$ cat src/rtl/dmem_access_ctrl_if.sv
// Data-memory request/response bus between the MEM-stage controller and the memory.
interface dmem_access_ctrl_if #(
    parameter int unsigned DATA_W = 16,
    parameter int unsigned ADDR_W = 16
);
    logic              dm_en;
    logic              dm_wr;
    logic [ADDR_W-1:0] dm_addr;
    logic [DATA_W-1:0] dm_wdata;
    logic [DATA_W-1:0] dm_rdata;
    logic              dm_valid;

    // Controller side: issues requests, receives completions
    modport master (
        output dm_en,
        output dm_wr,
        output dm_addr,
        output dm_wdata,
        input  dm_rdata,
        input  dm_valid
    );

    // Memory side: receives requests, returns completions
    modport slave (
        input  dm_en,
        input  dm_wr,
        input  dm_addr,
        input  dm_wdata,
        output dm_rdata,
        output dm_valid
    );
endinterface

$ cat src/rtl/dmem_access_ctrl.sv
// MEM-stage data access controller: runs one load/store against a variable-latency
// memory, stalling the pipeline until it completes or times out.
module dmem_access_ctrl #(
    parameter int unsigned DATA_W  = 16,
    parameter int unsigned ADDR_W  = 16,
    parameter int unsigned TIMEOUT = 15
) (
    input  logic              clk,
    input  logic              rst_n,
    input  logic              mem_read,
    input  logic              mem_write,
    input  logic [ADDR_W-1:0] mem_addr,
    input  logic [DATA_W-1:0] mem_wdata,
    output logic              stall_n,
    output logic [DATA_W-1:0] mem_rdata,
    output logic              mem_err,
    dmem_access_ctrl_if.master dm
);

    typedef enum logic [1:0] {StIdle, StIssue, StWait, StDone} state_e;

    localparam logic [7:0]        TimeoutCnt = 8'(TIMEOUT);
    localparam logic [DATA_W-1:0] ErrData    = DATA_W'(16'hDEAD);

    state_e            state_q, state_d;
    logic [7:0]        cnt_q;
    logic [7:0]        cnt_inc;
    logic              op_wr_q;
    logic [ADDR_W-1:0] addr_q;
    logic [DATA_W-1:0] wdata_q;
    logic [DATA_W-1:0] rdata_q;
    logic              err_q;
    logic              req;
    logic              timeout;

    assign req     = mem_read | mem_write;
    // Saturating increment so a huge TIMEOUT can never wrap the counter
    assign cnt_inc = (cnt_q == 8'hFF) ? cnt_q : cnt_q + 8'd1;
    assign timeout = (cnt_inc >= TimeoutCnt);

    // State register
    always_ff @(posedge clk or negedge rst_n) begin
        if (!rst_n) begin
            state_q <= StIdle;
        end else begin
            state_q <= state_d;
        end
    end

    // Next-state logic; dm_valid takes priority over a coincident timeout
    always_comb begin
        state_d = state_q;
        unique case (state_q)
            StIdle:  if (req) state_d = StIssue;
            StIssue: state_d = StWait;
            StWait:  if (dm.dm_valid || timeout) state_d = StDone;
            StDone:  state_d = StIdle;
            default: state_d = StIdle;
        endcase
    end

    // Outputs decoded from state; stall is forced off while reset is held
    always_comb begin
        stall_n  = 1'b1;
        dm.dm_en = 1'b0;
        unique case (state_q)
            StIdle:  stall_n = ~req;
            StIssue: begin
                stall_n  = 1'b0;
                dm.dm_en = 1'b1;
            end
            StWait:  stall_n = 1'b0;
            StDone:  stall_n = 1'b1;
            default: stall_n = 1'b1;
        endcase
        if (!rst_n) begin
            stall_n = 1'b1;
        end
    end

    // Request latch, timeout counter, load-data capture and sticky error
    always_ff @(posedge clk or negedge rst_n) begin
        if (!rst_n) begin
            op_wr_q <= 1'b0;
            addr_q  <= '0;
            wdata_q <= '0;
            cnt_q   <= '0;
            rdata_q <= '0;
            err_q   <= 1'b0;
        end else begin
            unique case (state_q)
                StIdle: begin
                    if (req) begin
                        op_wr_q <= mem_write;
                        addr_q  <= mem_addr;
                        wdata_q <= mem_wdata;
                    end
                end
                StIssue: cnt_q <= '0;
                StWait: begin
                    cnt_q <= cnt_inc;
                    if (dm.dm_valid) begin
                        if (!op_wr_q) rdata_q <= dm.dm_rdata;
                    end else if (timeout) begin
                        err_q <= 1'b1;
                        if (!op_wr_q) rdata_q <= ErrData;
                    end
                end
                default: ;
            endcase
        end
    end

    assign dm.dm_wr    = op_wr_q;
    assign dm.dm_addr  = addr_q;
    assign dm.dm_wdata = wdata_q;
    assign mem_rdata   = rdata_q;
    assign mem_err     = err_q;

endmodule

$ cat src/flat_wrapper.sv
// flat-port wrapper written by rule: the top's interface ports become plain ports
module dmem_access_ctrl_flat 
#(
    parameter int unsigned DATA_W  = 16,
    parameter int unsigned ADDR_W  = 16,
    parameter int unsigned TIMEOUT = 15
)
  (clk, rst_n, mem_read, mem_write, mem_addr, mem_wdata, stall_n, mem_rdata, mem_err, dm_dm_en, dm_dm_wr, dm_dm_addr, dm_dm_wdata, dm_dm_rdata, dm_dm_valid);
  dmem_access_ctrl_if #(.DATA_W(DATA_W), .ADDR_W(ADDR_W)) dm_i ();
  input  logic clk;
  input  logic rst_n;
  input  logic mem_read;
  input  logic mem_write;
  input  logic [ADDR_W-1:0] mem_addr;
  input  logic [DATA_W-1:0] mem_wdata;
  output logic stall_n;
  output logic [DATA_W-1:0] mem_rdata;
  output logic mem_err;
  output wire logic [$bits(dm_i.dm_en)-1:0] dm_dm_en;
  output wire logic [$bits(dm_i.dm_wr)-1:0] dm_dm_wr;
  output wire logic [$bits(dm_i.dm_addr)-1:0] dm_dm_addr;
  output wire logic [$bits(dm_i.dm_wdata)-1:0] dm_dm_wdata;
  input wire logic [$bits(dm_i.dm_rdata)-1:0] dm_dm_rdata;
  input wire logic [$bits(dm_i.dm_valid)-1:0] dm_dm_valid;
  assign dm_dm_en = dm_i.dm_en;
  assign dm_dm_wr = dm_i.dm_wr;
  assign dm_dm_addr = dm_i.dm_addr;
  assign dm_dm_wdata = dm_i.dm_wdata;
  assign dm_i.dm_rdata = dm_dm_rdata;
  assign dm_i.dm_valid = dm_dm_valid;
  dmem_access_ctrl #(.DATA_W(DATA_W), .ADDR_W(ADDR_W), .TIMEOUT(TIMEOUT)) u_core (.clk(clk), .rst_n(rst_n), .mem_read(mem_read), .mem_write(mem_write), .mem_addr(mem_addr), .mem_wdata(mem_wdata), .stall_n(stall_n), .mem_rdata(mem_rdata), .mem_err(mem_err), .dm(dm_i));
endmodule
$ cat config.mk
export PLATFORM = sky130hd
export DESIGN_NAME = dmem_access_ctrl_flat
export DESIGN_NICKNAME = d
export VERILOG_FILES = /design/src/rtl/dmem_access_ctrl_if.sv /design/src/rtl/dmem_access_ctrl.sv /design/src/flat_wrapper.sv
export SDC_FILE = /design/constraint.sdc
export NUM_CORES = 1
export LEC_CHECK = 0
export ABC_CLOCK_PERIOD_IN_PS = 2760
export BUFFER_PORTS_ARGS = -buffer_cell sky130_fd_sc_hd__buf_2
export CAP_MARGIN = 0
export CELL_PAD_IN_SITES_DETAIL_PLACEMENT = 0
export CELL_PAD_IN_SITES_GLOBAL_PLACEMENT = 1
export CORE_ASPECT_RATIO = 0.7
export CORE_UTILIZATION = 39
export DETAILED_ROUTE_END_ITERATION = 10
export PLACE_DENSITY = 0.91
export SYNTH_ARGS = -nofsm -noshare
export SYNTH_HDL_FRONTEND = slang
export SYNTH_SLANG_ARGS = --single-unit
export TNS_END_PERCENT = 5
$ cat constraint.sdc
create_clock -name clk -period 2.76 [get_ports clk]
set_input_delay 0.276 -clock clk [delete_from_list [all_inputs] [get_ports clk]]
set_output_delay 0.276 -clock clk [all_outputs]
set_load 0.05 [all_outputs]
==> Yosys cells after proc, flatten, opt, wreduce, memory -nomap -nowiden <==
Cells that the tools add are included.
{ "totals": {"output_inout_bits": 52, "inputBits": 53, "register_bits": 60} }
{ "classes": {"add_sub_neg": 1, "n_bitwise": 4, "n_reduce_logical": 9, "order_cmp": 1, "n_mux": 12, "n_eq_ne": 6} }
{ "op_table": {"columns": ["op", "count"], "rows": [
  ["$mux W16", 4],
  ["$pmux W8 S2", 1],
  ["$add A8 B1 Y8 const B", 1],
  ["$eq A8 B8 Y1 const B", 1],
  ["$ge A8 B4 Y1 const B", 1],
  ["$mux W8", 1],
  ["$pmux W2 S4", 1],
  ["$reduce_and A3 Y1", 2],
  ["$eq A2 B2 Y1 const B", 2],
  ["$mux W2", 2],
  ["$ne A2 B1 Y1 const B", 2],
  ["$reduce_and A2 Y1", 2],
  ["$reduce_bool A2 Y1", 2],
  ["$not A1 Y1", 3],
  ["$pmux W1 S3", 1],
  ["$eq A2 B1 Y1 const B", 1],
  ["$logic_not A2 Y1", 1],
  ["$mux W1", 2],
  ["$reduce_or A2 Y1", 1],
  ["$logic_or A1 B1 Y1", 1],
  ["$or A1 B1 Y1", 1]
]} }

==> Longest topological paths before layout <==
Gate-level depths: netlist of the first run.
{ "depth": {"depth_word": 6, "mapped_depth": 8, "depth_no_buf": 6} }

==> Worst setup path after synthesis of the first run <==
OpenSTA, ideal clock, no wires.
{ "synth_timing": {"path_kind": "register to register", "start": "reg u_core.cnt_q[0]", "end": "reg u_core.rdata_q[0] (netlist: u_core.mem_rdata[0])", "path_stages_with_launch": 8, "path_buffers": 2, "path_slack_ns": 0.967, "setup_ns": 0.122, "t_required_ns": 2.638, "arrival_time_ns": 1.671, "cell_sequence": "dfrtp_1 -> ha_1 -> buf_2 -> and2_1 -> a31oi_1 -> o31a_1 -> buf_6 -> o22a_1"} }
{ "synth_via": {"elab_chain_len": 5, "elab_cells_between_ends": 6, "classes_between": "add/sub: 1; order compare: 1; eq/ne: 1; mux: 1; reduce/logical: 2"} }
{ "synth_lines": {"columns": ["element", "line", "text"], "rows": [
  ["start: declaration", "dmem_access_ctrl.sv:26", "logic [7:0] cnt_q;"],
  ["start signal: assignment", "dmem_access_ctrl.sv:101", "cnt_q <= cnt_inc;"],
  ["$add A8 B1 Y8 / $eq A8 B8 Y1 (equally long branches)", "dmem_access_ctrl.sv:38", "assign cnt_inc = (cnt_q == 8'hFF) ? cnt_q : cnt_q + 8'd1;"],
  ["$mux W8 (*)", "dmem_access_ctrl.sv:38", null],
  ["$ge A8 B4 Y1 (*)", "dmem_access_ctrl.sv:39", "assign timeout = (cnt_inc >= TimeoutCnt);"],
  ["$reduce_bool A2 Y1 (no source line) (*)", null, null],
  ["$reduce_and A3 Y1 (no source line) (*)", null, null],
  ["end signal: assignment", "dmem_access_ctrl.sv:103", "if (!op_wr_q) rdata_q <= dm.dm_rdata;"],
  ["end signal: assignment", "dmem_access_ctrl.sv:106", "if (!op_wr_q) rdata_q <= ErrData;"],
  ["end: declaration", "dmem_access_ctrl.sv:31", "logic [DATA_W-1:0] rdata_q;"]
]} }
Every way passes the cells marked *; elsewhere a longest branch is shown, timed or not.
A chain may end at the register's enable or synchronous reset.

==> Worst setup path after layout of the first run <==
{ "layout_timing": {"start": "reg u_core.cnt_q[0]", "end": "reg u_core.rdata_q[10] (netlist: u_core.mem_rdata[10])"} }
The elaborated chain is that of the path after synthesis.

==> results of run 1 <==
## stage by stage
| stage | hold slack [ns] | cell area, um2 | std cells | setup WS, ns |
|---|---|---|---|---|
| 2_1_floorplan | -0.0196 | 2570 | 201 | 0.967 |
| 3_3_place_gp | 0.457 | 3160 | 375 | 0.735 |
| 3_5_place_dp | 0.454 | 3160 | 375 | 0.640 |
| 4_1_cts | 0.155 | 3370 | 390 | 0.624 |
| 5_1_grt | 0.144 | 3370 | 390 | 0.477 |
| 6_report | 0.140 | 3370 | 390 | 0.630 |
## sequential cells by signal, summed over array words and instances, names as in the netlist
| signal | count |
|---|---|
| u_core.cnt_q | 8 |
| u_core.dm.dm_addr | 16 |
| u_core.dm.dm_wdata | 16 |
| u_core.dm.dm_wr | 1 |
| u_core.mem_err | 1 |
| u_core.mem_rdata | 16 |
| u_core.state_q | 2 |
## cells in the final DEF (no fill, tap or decap), types with 2 or more instances in the layout
master	netlist	final
a21oi_1	10	10
a22o_1	7	7
a31oi_1	4	4
and3_1	2	2
buf_2	7	104
buf_4	0	2
clkbuf_8	0	12
clkinvlp_4	0	2
dfrtp_1	60	60
ha_1	6	6
inv_1	7	7
mux2_2	32	32
nand2_1	11	11
nand3_1	2	2
nand4_1	2	2
nor2_1	6	6
nor3_1	4	4
o21ai_0	6	6
o22a_1	10	10
o31ai_1	2	2
## worst max-delay path by stage
stage                    start                   end  slack, ns  cells past startpoint
2_1_floorplan  u_core.cnt_q[0]   u_core.mem_rdata[0]       0.97                      7
3_3_place_gp   u_core.cnt_q[0]  u_core.mem_rdata[10]       0.74                      5
3_5_place_dp   u_core.cnt_q[0]  u_core.mem_rdata[10]       0.64                      5
4_1_cts        u_core.cnt_q[0]  u_core.mem_rdata[10]       0.62                      5
5_1_grt        u_core.cnt_q[0]   u_core.mem_rdata[7]       0.48                      5
6_report       u_core.cnt_q[0]  u_core.mem_rdata[10]       0.63                      5
## kinds of logic (layout without fill, tap and decap cells)
| group | count (synthesis) | in the layout | synth area share, % |
|---|---|---|---|
| buf+inv | 17 | 128 | 3.11 |
| compound gates | 51 | 51 | 14.4 |
| mux | 33 | 33 | 14.4 |
| fa+ha+maj | 6 | 6 | 2.92 |
| flops | 60 | 60 | 58.3 |
| simple gates | 33 | 33 | 6.47 |
| xor+xnor | 1 | 1 | 0.340 |
## area by class of cell
type                            instances  share of cell area, %
Timing Repair Buffer                  106                   15.9
Inverter                                7                  0.779
Tap cell                               78                   2.89
Sequential cell                        60                   44.5
Clock inverter                          3                   1.33
Clock buffer                           12                   4.89
Multi-Input combinational cell        124                   29.7
## critical path, cell delays in order (launching register included)
cell,delay (ns)
dfrtp_1,0.47
ha_1,0.33
and2_1,0.21
a31oi_1,0.39
o31a_1,0.46
o22a_2,0.22
## per-layer routing
layer / up-vias / share of wire [%] / GRT usage, %
met5: - / 0 / 0
met1: 958 / 47 / 21.6
li1: 956 / - / -
met2: 83 / 44 / 27.0
met4: 0 / 0.56 / 4.41
met3: 5 / 8.2 / 7.01
==> qor.yml, run 1 <==
status:
  outcome: "completed"
grt:
  grt_pass1_wl_mm: 9.12
  grt_max_degree: 61
  grt_overflow: 0
  antenna_found_initial: 0
  grt_pass1_vias: 1956
  track_usage_pct: 17.0
min_path:
  hold_class: "input pin to async pin"
cells_and_area:
  fill_cells: 555
  antenna_cells: 0
  multi_input_area_um2: 1000
  nets: 367
  fin_util_pct: 53.5
  drive_gt1_share_pct: 51.0
  syn2layout_area_growth_pct: 31.1
  register_area_um2: 1500
drt:
  wl_per_cell_um: 14.2
  vias: 2002
  viasPerCell: 5.13
  first_pass_iters: 4
  ant_nets: 0
  first_iter_violations: 137
  drcViolationCount: 0
  wirelength_mm: 5.53
timing:
  period_share_pct: 77.2
  tightestPinTransition_ns: 0.746
  fin_tns_setup_ns: 0
  period_needed_ns: 2.13
  clock.fmax_ghz: 0.469
  skew_ns: 0.00748
  timing.slew.headroom_pct: 50.3
  hold_viol: 0
  rsz0062_at_grt: "no"
  final_max_slew_viol_count: 0
  setup_viol: 0
setup_path:
  cp-start-kind: "register"
  critPathKind: "register to register"
  arrival_ns: 2.41
  reg2reg_slack_ns: 0.63
  critPathMaxFanout: 11
  worstRegToRegCells: 5
  reg2reg_from: "u_core.cnt_q[0]"
  critPathCaptureType: "register"
  reg2reg_to: "u_core.mem_rdata[10]"
  crit_required_ns: 3.04
logic_synthesis:
  synth-seq-cells: 60
  yosys_warnings: 0
  syn_avg_cell_area_um2: 12.8
  yosysSeqAreaShare_pct: 58.3
  yosys.cell_count.top_type: "dfrtp_1"
  synthArstFlopShare_pct: 100
  yosysTopAreaCellShare_pct: 58.3
  synth_cells: 201
  synth_top_cell_by_area: "dfrtp_1"
  ys.flop_type: "dfrtp_1"
  syn_area_um2: 2570
  synth_edf_count: 0
  synthTopCellsByArea: "dfrtp_1 (58%), mux2_2 (14%), o22a_1 (3.4%)"
  syn-num-nets: 260
  yosysUniqueCellTypes: 39
  ys_top_cells_by_count: "dfrtp_1 (60), mux2_2 (32), nand2_1 (11), a21oi_1 (10), o22a_1 (10)"
placed_design:
  hpwl_mm: 4.07
  place.gp.congestion: 0.839
  port_buffers: 104
clock_network:
  cts_max_level: 3
  cts_resized: 0
  cts.clk_slew.worst_paths_ns: 0.07
  cts_num_sinks: 60
  clk_path_buf_depth: 2
  cts_tree: "yes"
  cts_hold_buf: 0
  cts_setup_buffers: 0
  cts_root_buf: "clkbuf_8"
  clk_latency_ns: 0.33
  cts-buffers-inserted: 9
floorplan:
  row_count: 24
  die_height_um: 70.0
  ioPinCount: 105
  core_um2: 6310
  initial_core_util_pct: 40.8
  die_w_um: 99.1
  fp.dieArea_um2: 6930
job:
  drv_cap: 0
Power of run 1 is left out: the tool's default activity adds up to more than one toggle a clock period on the data nets, which glitch-free logic cannot reach.
==> run 2, diff against run 1 <==
ABC_AREA = 1   (was default)
ABC_CLOCK_PERIOD_IN_PS = 1800   (was 2760)
CORE_UTILIZATION = 32   (was 39)
PLACE_DENSITY = 0.84   (was 0.91)
clock period = 1.8 ns   (was 2.76 ns; I/O delays follow)
==> qor.yml, run 2 <==
status:
  outcome: "complete, but fails checks"
  violations: "setup timing"
logic_synthesis:
  synthMuxAreaShare_pct: 0
  yosys.cell_count.top_type: "nand2_1"
  syn_avg_cell_area_um2: 8.66
  yosysTopAreaCellShare_pct: 54.8
  yosys_warnings: 0
  synthTopCellsByArea: "dfrtp_1 (55%), nand2_1 (20%), o21ai_2 (5.4%)"
  synth-seq-cells: 60
  ys_top_cells_by_count: "nand2_1 (146), dfrtp_1 (60), nor2_1 (18), o21ai_2 (17), inv_1 (15)"
  yosysUniqueCellTypes: 27
  yosysSeqAreaShare_pct: 54.8
  synth_compound_area_share_pct: 9.23
  synth_top_family_by_area: "simple AND/OR/NAND/NOR gates"
  synthArstFlopShare_pct: 100
  ys.flop_type: "dfrtp_1"
  synth-xor-area-share_pct: 0
  synth_simple_gate_area_share_pct: 28.2
  synth_edf_count: 0
  synth_top_cell_by_area: "dfrtp_1"
  syn-num-nets: 375
  synth_cells: 316
  synth_adder_area_share_pct: 2.74
  syn_area_um2: 2740
setup_path:
  critPathLaunch: "u_core.cnt_q[0]"
  crit_required_ns: 2.00
  worstRegToRegCells: 11
  critPathCaptureType: "register"
  reg2reg_from: "u_core.cnt_q[0]"
  cp-start-kind: "register"
  arrival_ns: 2.08
  reg2reg_to: "u_core.mem_rdata[3]"
  critPathKind: "register to register"
  reg2reg_slack_ns: -0.08
  critPathMaxFanout: 8
  endpoint: "u_core.mem_rdata[3]"
timing:
  clock.fmax_ghz: 0.533
  period_needed_ns: 1.88
  hold_viol: 0
  timing.slew.headroom_pct: 47.8
  final_max_slew_viol_count: 0
  period_share_pct: 104
  setup_slack_ns: -0.0775
  setup_viol: 15
  skew_ns: 0.00264
  fin_tns_setup_ns: -0.978
  tightestPinTransition_ns: 0.782
  rsz0062_at_grt: "yes"
power_and_ir_drop:
  pwr-share-comb_pct: 51.3
  p_int_w: 0.00420
  p_per_area_nw_per_um2: 2160
  ir_drop_mv: 0.915
  p_sw_share_pct: 49.3
  power_frac_seq_pct: 27.6
  p_leak_nw: 2.14
  power_w: 0.00830
  switchingPower_w: 0.00409
  clkPwrFrac_pct: 21.1
floorplan:
  initial_core_util_pct: 33.9
  die_w_um: 113
  fp.dieArea_um2: 8930
  row_count: 27
  core_um2: 8070
  die_height_um: 79.4
  ioPinCount: 105
cells_and_area:
  final_cell_mix: "nand2_1 (144), buf_2 (104), dfrtp_1 (60)"
  nets: 496
  instances_no_fill: 541
  mostFrequentLayoutCell: "nand2_1"
  fin_util_pct: 47.7
  syn2layout_area_growth_pct: 40.6
  drive_gt1_share_pct: 39.5
  antenna_cells: 0
drt:
  maxUsedRoutingLayer: "met4"
  wl_met2_mm: 3.12
  wl_per_cell_um: 12.7
  wl_met3_um: 323
  viasPerCell: 4.56
  vias: 2468
  first_pass_iters: 4
  drcViolationCount: 0
  met1_length_mm: 3.34
  wirelength_mm: 6.89
  first_iter_violations: 152
  ant_nets: 0
grt:
  grt_pass1_wl_mm: 11.0
  track_usage_pct: 15.9
  grt_pass1_vias: 2318
  grt_max_degree: 61
  antenna_found_initial: 0
  grt_overflow: 0
clock_network:
  cts_max_level: 3
  cts_tree: "yes"
  clk_latency_ns: 0.31
  cts_num_sinks: 60
  clk_path_buf_depth: 2
  cts.clk_slew.worst_paths_ns: 0.05
  cts_root_buf: "clkbuf_16"
  cts-buffers-inserted: 9
placed_design:
  dpl_worst_slack_ns: -0.0721
  port_buffers: 104
  hpwl_mm: 4.66
  placedCellCount: 520
  place.gp.congestion: 0.796
min_path:
  hold_class: "input pin to async pin"
job:
  drv_cap: 0
==> run 2: cell count changes in the layout (fill, tap and decap cells not counted), sizes merged, moves of 6 or more <==
cell / delta
o22a: -11
a21oi: -6
buf: +13
nand2: +141
nand3: +9
inv: +10
nor2: +16
o21ai: +15
mux2: -32
a22o: -7
==> run 2: cell type report <==
class                      count  area (um2)
clock buffer                  13         280
clock inverter                 1        30.0
fill                         775        4230
inverter                      17        63.8
multi-input combinational    228        1140
sequential                    60        1500
tap                          101         126
timing repair buffer         121         708
==> run 2: repair_timing <==
action                     4_1_cts  5_1_grt
setup endpoints to repair       15       18
pin swaps                        0        3
buffers inserted                 0        5
hold buffers                     0        0
cloned                           0        2
resized for setup                2        7
==> run 2: logic make-up (layout without fill, tap and decap cells) <==
family	count (synthesis)	after routing
compound gates	34	34
simple gates	188	188
buf+inv	28	152
fa+ha+maj	6	6
flops	60	60
==> run 2: worst min-delay path by stage <==
stage | startpoint | endpoint | slack (ns)
after CTS | mem_addr[12] | u_core.dm.dm_addr[12] | 0.05
after global routing | mem_wdata[0] | u_core.dm.dm_wdata[0] | 0.06
final | rst_n | u_core.state_q[0] | 0.06
after detailed placement | mem_addr[0] | u_core.dm.dm_addr[0] | 0.38
after global placement | mem_addr[11] | u_core.dm.dm_addr[11] | 0.38
after floorplan | rst_n | u_core.cnt_q[0] | -0.12
==> run 2: stage by stage <==
| stage | cell area, um2 | hold slack (ns) |
|---|---|---|
| final | 3850 | 0.0554 |
| after global placement | 3410 | 0.380 |
| after global routing | 3850 | 0.0563 |
| after floorplan | 2740 | -0.116 |
| after CTS | 3730 | 0.0508 |
| after detailed placement | 3410 | 0.385 |
==> run 2: routing by layer <==
metal / track usage [%] / vias up
li1: - / 1230
met4: 5.87 / 0
met2: 25.1 / 77
met3: 4.94 / 7
met1: 20.7 / 1154
met5: 0 / -
==> run 2: critical path, stage by stage (launching register included) <==
cell       delay (ns)
dfrtp_1          0.40
buf_4            0.16
inv_2            0.05
nor2_2           0.18
a21oi_1          0.11
nor2_2           0.12
nand2_1          0.07
nor2_2           0.15
nand3_2          0.10
nand2_4          0.18
clkbuf_16        0.19
o21ai_2          0.05
==> run 2: power by group through the flow <==
stage	Clock, W	Combinational, W	Sequential, W
2_1_floorplan	0	0.00128	0.00413
3_3_place_gp	0	0.00415	0.00227
3_5_place_dp	0	0.00423	0.00227
4_1_cts	0.00181	0.00422	0.00227
5_1_grt	0.00187	0.00459	0.00236
6_report	0.00175	0.00426	0.00229
(Power assumes the default switching activity.)
